<file path="src/rtl/spin_result.sv">
// spin_result -- captures where the roulette wheel stops, flags a win against
// the player's target, blinks the LED ring while the result is held and keeps
// a saturating win score.
//
// Configuration macro: SPIN_RESULT_SCORE_EN
//   defined   -> 4-bit saturating win counter drives score_o
//   undefined -> score_o is tied to 0 and no score register exists
//
// Parameters:
//   BLINK_TICKS     tick_i pulses per LED blink phase (default 2000)
//
// Ports:
//   clk_i           system clock
//   rst_i           asynchronous, active-high reset
//   tick_i          single-cycle time-base strobe
//   running_i       wheel-running flag
//   pos_i[2:0]      current wheel position
//   target_i[2:0]   player-selected target position
//   led_o[7:0]      LED ring, bit n = position n
//   result_valid_o  a stopped-wheel result is held
//   result_pos_o    captured stop position
//   win_o           held result equals the target sampled at stop
//   score_o[3:0]    saturating count of wins since reset
module spin_result #(
    parameter int unsigned BLINK_TICKS = 2000
) (
    input  logic       clk_i,
    input  logic       rst_i,
    input  logic       tick_i,
    input  logic       running_i,
    input  logic [2:0] pos_i,
    input  logic [2:0] target_i,
    output logic [7:0] led_o,
    output logic       result_valid_o,
    output logic [2:0] result_pos_o,
    output logic       win_o,
    output logic [3:0] score_o
);

    localparam int unsigned CNT_W = (BLINK_TICKS > 1) ? $clog2(BLINK_TICKS) : 1;
    localparam logic [CNT_W-1:0] CNT_LAST = CNT_W'(BLINK_TICKS - 1);

    typedef enum logic [1:0] {
        IDLE,
        SPIN,
        SHOW
    } state_t;

    state_t           state_q, state_d;
    logic [7:0]       led_d;
    logic             valid_d;
    logic [2:0]       respos_d;
    logic             win_d;
    logic [CNT_W-1:0] cnt_q, cnt_d;
    logic             phase_q, phase_d;

    // State register
    always_ff @(posedge clk_i or posedge rst_i) begin
        if (rst_i) begin
            state_q <= IDLE;
        end else begin
            state_q <= state_d;
        end
    end

    // Next-state logic
    always_comb begin
        state_d = state_q;
        case (state_q)
            IDLE:    if (running_i)  state_d = SPIN;
            SPIN:    if (!running_i) state_d = SHOW;
            SHOW:    if (running_i)  state_d = SPIN;
            default: state_d = IDLE;
        endcase
    end

    // Output logic: next values of the registered outputs. led_d is derived
    // from the next state and next result/phase so every output changes on
    // the same edge as the transition that causes it.
    always_comb begin
        valid_d  = result_valid_o;
        respos_d = result_pos_o;
        win_d    = win_o;
        cnt_d    = cnt_q;
        phase_d  = phase_q;
        case (state_q)
            IDLE: begin
                valid_d = 1'b0;
                win_d   = 1'b0;
                cnt_d   = '0;
                phase_d = 1'b0;
            end
            SPIN: begin
                // Stop edge: capture result; a coincident tick is not counted.
                if (!running_i) begin
                    respos_d = pos_i;
                    win_d    = (pos_i == target_i);
                    valid_d  = 1'b1;
                    cnt_d    = '0;
                    phase_d  = 1'b0;
                end
            end
            SHOW: begin
                if (running_i) begin
                    valid_d = 1'b0;
                    win_d   = 1'b0;
                    cnt_d   = '0;
                    phase_d = 1'b0;
                end else if (tick_i) begin
                    if (cnt_q == CNT_LAST) begin
                        cnt_d   = '0;
                        phase_d = ~phase_q;
                    end else begin
                        cnt_d = cnt_q + 1'b1;
                    end
                end
            end
            default: begin
                valid_d = 1'b0;
                win_d   = 1'b0;
                cnt_d   = '0;
                phase_d = 1'b0;
            end
        endcase

        led_d = '0;
        case (state_d)
            SPIN: led_d = 8'h01 << pos_i;
            SHOW: begin
                if (!phase_d) begin
                    led_d = win_d ? 8'hFF : (8'h01 << respos_d);
                end
            end
            default: led_d = '0;
        endcase
    end

    always_ff @(posedge clk_i or posedge rst_i) begin
        if (rst_i) begin
            led_o          <= '0;
            result_valid_o <= 1'b0;
            result_pos_o   <= '0;
            win_o          <= 1'b0;
            cnt_q          <= '0;
            phase_q        <= 1'b0;
        end else begin
            led_o          <= led_d;
            result_valid_o <= valid_d;
            result_pos_o   <= respos_d;
            win_o          <= win_d;
            cnt_q          <= cnt_d;
            phase_q        <= phase_d;
        end
    end

`ifdef SPIN_RESULT_SCORE_EN
    logic [3:0] score_q;
    logic       win_evt;

    assign win_evt = (state_q == SPIN) && !running_i && (pos_i == target_i);

    always_ff @(posedge clk_i or posedge rst_i) begin
        if (rst_i) begin
            score_q <= '0;
        end else if (win_evt && (score_q != 4'hF)) begin
            score_q <= score_q + 4'd1;
        end
    end

    assign score_o = score_q;
`else
    assign score_o = '0;
`endif

endmodule

</file>
<file path="config.mk">
export PLATFORM = sky130hd
export DESIGN_NAME = spin_result
export DESIGN_NICKNAME = d
export VERILOG_FILES = /design/src/rtl/spin_result.sv
export SDC_FILE = /design/constraint.sdc
export NUM_CORES = 1
export LEC_CHECK = 0
export BUFFER_PORTS_ARGS = -buffer_cell sky130_fd_sc_hd__buf_2
export CAP_MARGIN = 20
export CORE_UTILIZATION = 56
export DETAILED_ROUTE_END_ITERATION = 8
export HOLD_SLACK_MARGIN = 0.06
export PLACE_DENSITY = 0.76
export SLEW_MARGIN = 10
export SYNTH_ARGS = -nofsm -noshare
export SYNTH_HDL_FRONTEND = slang
export SYNTH_SLANG_ARGS = --single-unit
</file>
<file path="constraint.sdc">
create_clock -name clk_i -period 3.1 [get_ports clk_i]
set_input_delay 0.155 -clock clk_i [delete_from_list [all_inputs] [get_ports clk_i]]
set_output_delay 0.155 -clock clk_i [all_outputs]
set_load 0.02 [all_outputs]
</file>
# Yosys cells after proc, flatten, opt, wreduce, memory -nomap -nowiden
# Cells that the tools add are included.
# totals
word_cells,48
inputBits,10
ff_bits,27
out_inout_bits,17
# classes
n_addsub,1
eq_ne,9
shifts,2
bitwise_logic,1
mux,24
n_reduce_logical,4
# ops
op,n
2-to-1 mux 11 bit,4
case mux 11 bit (2 select lines),1
2-to-1 mux 8 bit,2
case mux 8 bit (2 select lines),1
"<< shifter 1 x 3 -> 8 bit, first input constant",2
"adder 11 x 1 -> 11 bit, second input constant",1
"equality test 11 bit, second input constant",1
2-to-1 mux 1 bit,8
2-to-1 mux 3 bit,2
case mux 1 bit (2 select lines),3
"equality test 2 x 1 -> 1 bit, second input constant",2
"equality test 2 bit, second input constant",2
2-to-1 mux 2 bit,2
"!= test 2 bit, second input constant",2
case mux 2 bit (2 select lines),1
AND reduction 2 bit,2
equality test 3 bit,1
"!= test 3 bit, second input constant",1
zero test 2 bit,1
OR reduction 2 bit,1
NOT 1 bit,1

# Depth between registers and ports, before layout
# logic_depth
ltp_word,7
depth_mapped,11
mapped_depth_nobuf,11

# Least setup slack after synthesis
# No wires, ideal clock.
# synth_path
path_type,register to register
start,reg state_q[1]
end,reg led_o[0]
setup_slack_ns,0.928
synth_period_minus_slack_ns,2.172
required_time_ns,3.004
setup_time_ns,0.096
t_arrival_ns,2.076
path_stages_with_launch,11
cell_sequence,dfrtp_1 inv_1 ha_1 and2_4 buf_6 nand2_1 a21o_1 ha_1 inv_1 o2111ai_1 o31ai_1
# synth_via
elab_chain_len,6
elab_cells_between_ends,16
cone_classes,eq/ne (4); shift (1); mux (9); reduce/logical (2)
# synth_rtl
element,line_no,text
from (decl),49,"state_t state_q, state_d;"
from (signal assigned),62,state_q <= state_d;
equality test 2 x 1 -> 1 bit,"69, 86",
2-to-1 mux 3 bit,86,case (state_q)
<< shifter 1 x 3 -> 8 bit,131,led_d = win_d ? 8'hFF : (8'h01 << respos_d);
2-to-1 mux 8 bit,131,
2-to-1 mux 8 bit,130,if (!phase_d) begin
case mux 8 bit (2 select lines) *,127,case (state_d)
via led_d[0],50,logic [7:0] led_d;
to (signal assigned),147,led_o <= led_d;
to (decl),33,"output logic [7:0] led_o,"
# The timed path passes the listed nets; every way through them passes the cells marked *.
# A chain may end at the register's enable or synchronous reset.

# Final worst setup path
# layout_path
start,reg state_q[1]
end,reg led_o[1]
# Same word-level chain as after synthesis.

==> out/results.tsv <==
stage	metric	value	unit
status	status	finished, final reports clean	
timing	Max Slew Vio Count	0	
clock_tree	setup bufs post-CTS	0	
layout	antenna cell count	0	
drt	total number of vias	1350	
placed_design	dpl ws	0.607	ns
drt	post-route ant nets	0	
drt	via/cell ratio	6.00	
power_and_ir_drop	P_int	0.669	mW
timing	fmax	0.393	GHz
power_and_ir_drop	Lkg Pwr	0.840	nW
worst_setup_path	R2R Setup Slk	0.56	ns
timing	Hold Vio Cnt, Final	0	
global_routing	initial antenna violation count	0	
power_and_ir_drop	Psw	0.491	mW
clock_tree	CTS sink count	27	
clock_tree	CTS Hold Bufs	0	
logic_synthesis	Mean Syn Cell Area	9.64	um2
timing	Final setup viols	0	
worst_setup_path	Critical Path RT	3.33	ns
drt	Routed WL	3.43	mm
layout	Fill cells	241	
global_routing	global-route wire length before repair	5.79	mm
drt	Residual DRC	0	
clock_tree	CTS Buffer Depth	2	
power_and_ir_drop	Max VDD drop	425	uV
layout	Area Overhead vs Synth	8.96	%
layout	layout cells sized above 1	0.216	
global_routing	GRT overflow	0	
floorplan	Initial Util	0.598	
worst_setup_path	Crit Path Max Fanout	9	
placed_design	hpwl dp	2.64	mm
logic_synthesis	FF+latch count, synth	27	
worst_setup_path	Startpoint Class	flip-flop	
clock_tree	clock root buffer	clkbuf_4	
floorplan	Die Height	56.7	um
timing	final worst-path cycle share	0.820	
placed_design	global placement routability congestion	0.869	
timing	Fin Setup TNS	0	ns
clock_tree	Max H-tree Level	1	
global_routing	maximum number of pins on one net before global-route repair	28	
clock_tree	post-cts resize count	0	
power_and_ir_drop	power share of the combinational group	0.472	
worst_setup_path	R2R depth	9	
timing	Fin Clk Skew	0.0102	ns
logic_synthesis	most common cell in the netlist	dfrtp_1	
clock_tree	worst-skew pair later-pin latency	0.33	ns
floorplan	chip width	56.7	um
timing	Slew HR	0.494	
layout	nets	212	
global_routing	via count of the first global-routing pass	1298	
drt	DR iter-0 viols	69	
timing	unrepaired setup endpoints after global routing	false	
logic_synthesis	synth warn	0	
timing	worst slew pin tran	0.753	ns
logic_synthesis	Netlist Area Pre-Place	1680	um2
timing	Min Clock Period, post-route	2.54	ns
logic_synthesis	top_reg_cell synth	dfrtp_1	
logic_synthesis	register area share after synthesis	0.403	
timing	worst setup margin	0.557	ns
flow_run	Max-Cap Viols	0	
power_and_ir_drop	Clock Power Share	0.134	
drt	routed len/inst	15.3	um
placed_design	Buffers on Ports	22	
floorplan	Die Area	3220	um2
drt	DR pass1 iterations	5	
power_and_ir_drop	sequential power share	0.394	
worst_setup_path	CP endpoint kind	flip-flop	
worst_setup_path	CP arrival	2.77	ns
floorplan	row count	19	
logic_synthesis	Yosys cell types	47	
logic_synthesis	Yosys top cell by area	dfrtp_1	
logic_synthesis	async set-reset flop share out of synthesis	1.00	
clock_tree	clk slew on worst S/H paths	0.15	ns
worst_setup_path	Crit Path Class	reg -> reg	
logic_synthesis	EDFF count, synth	0	
floorplan	core area	2810	um2
logic_synthesis	Synth top cells by count	dfrtp_1, nand2_1, o31ai_1, a211oi_1, nor2_1	
global_routing	Total Routing Usage GR	0.235	
clock_tree	CTS Buf Count	3	
min_path	HP Class	in -> reg	
power_and_ir_drop	Net Sw Frac	0.423	
power_and_ir_drop	PwrDens	635	nW/um2
min_path	worst hold stages	2	
logic_synthesis	Mapped Cells	174	
floorplan	# IOs	27	
logic_synthesis	Yosys top cell area share	0.403	
clock_tree	CTS tree	yes	
layout	Core Util, Final	0.651	
logic_synthesis	most area-consuming cells after synthesis	dfrtp_1, ha_1, o31ai_1, mux2_2, nand2_1	
worst max-delay path: stages (launching register included):
cell and delay, ns:
dfrtp_1 0.44, inv_1 0.13, ha_1 0.32, and2_4 0.25, nand2_1 0.07, a21o_1 0.19
ha_1 0.30, inv_1 0.07, o2111ai_1 0.30, o31ai_1 0.40
power groups by stage:
stage / registers (mW) / logic [mW] / clock network, mW
final: 0.456 / 0.548 / 0.156
after global routing: 0.467 / 0.603 / 0.179
after CTS: 0.457 / 0.545 / 0.162
after detailed placement: 0.464 / 0.544 / 0
after global placement: 0.458 / 0.525 / 0
after floorplan: 0.507 / 0.375 / 0
stage by stage:
stage                     cell area (um2)  instances  total power, mW  hold WS, ns
final                                1830        225             1.16        0.133
after global routing                 1830        225             1.25        0.134
after CTS                            1800        223             1.16       0.0731
after detailed placement             1770        219             1.01        0.450
after global placement               1770        219            0.982        0.433
after floorplan                      1690        177            0.882        0.208
path summary, 6_finish.rpt:
check / endpoint / from
max in group asynchronous: state_q[1] / rst_i
min: result_valid_o / running_i
max reg2reg: led_o[1] / state_q[1]
min in group asynchronous: cnt_q[10] / rst_i
min reg2reg: result_valid_o / result_valid_o
max: led_o[1] / state_q[1]
cell families (layout without fill, tap and decap cells):
kind of cell	Yosys count	count (layout)	share of synthesized area
XOR/XNOR	8	8	0.0418
multiplexers	9	9	0.0582
AO/OA/AOI/OAI	37	37	0.153
other	1	4	0.00224
AND/OR/NAND/NOR	67	67	0.235
buffers and inverters	18	35	0.0545
flip-flops	27	27	0.403
adder cells (fa/ha/maj)	7	7	0.0522
per-layer routing:
layer / track usage / up-vias / wire length (um)
li1: - / 661 / -
met1: 0.282 / 657 / 1470
met2: 0.437 / 28 / 1830
met3: 0.0276 / 4 / 110
met4: 0.0643 / 0 / 28
met5: 0 / - / 0
sequential cells by signal, indices dropped and copies added (netlist names):
name and flops:
result_valid_o 1, win_o 1, cnt_q 11, state_q 2, led_o 8, result_pos_o 3
phase_q 1
layout by cell type (no fill, tap or decap), types with 2 or more instances in the layout:
cell | netlist | routed
dfrtp_1 | 27 | 27
buf_2 | 1 | 22
nand2_1 | 17 | 17
o31ai_1 | 10 | 10
nor2_1 | 8 | 8
a211oi_1 | 8 | 8
inv_1 | 7 | 7
ha_1 | 7 | 7
nand3_1 | 6 | 6
nor2b_1 | 6 | 6
mux2_2 | 6 | 6
o21ai_0 | 5 | 5
a21oi_1 | 5 | 5
xor2_1 | 5 | 5
nand3b_1 | 4 | 4
conb_1 | 1 | 4
nand4_1 | 3 | 3
mux2i_1 | 3 | 3
xnor2_1 | 3 | 3
clkbuf_4 | 0 | 3
nor3b_1 | 2 | 2
and4_1 | 2 | 2
or3_1 | 2 | 2
or2_2 | 2 | 2
a21o_1 | 2 | 2
nor4b_1 | 2 | 2
nor4_1 | 2 | 2
layout make-up:
type,instances,area [um2],share of cell area
inverter,7,26.3,0.0144
tap,31,38.8,0.0212
sequential,27,676,0.370
timing repair buffer,24,135,0.0740
clock inverter,1,7.51,0.00411
clock buffer,3,22.5,0.0123
multi-input combinational,132,921,0.504
Note: power is estimated with default switching activity, not from simulation.
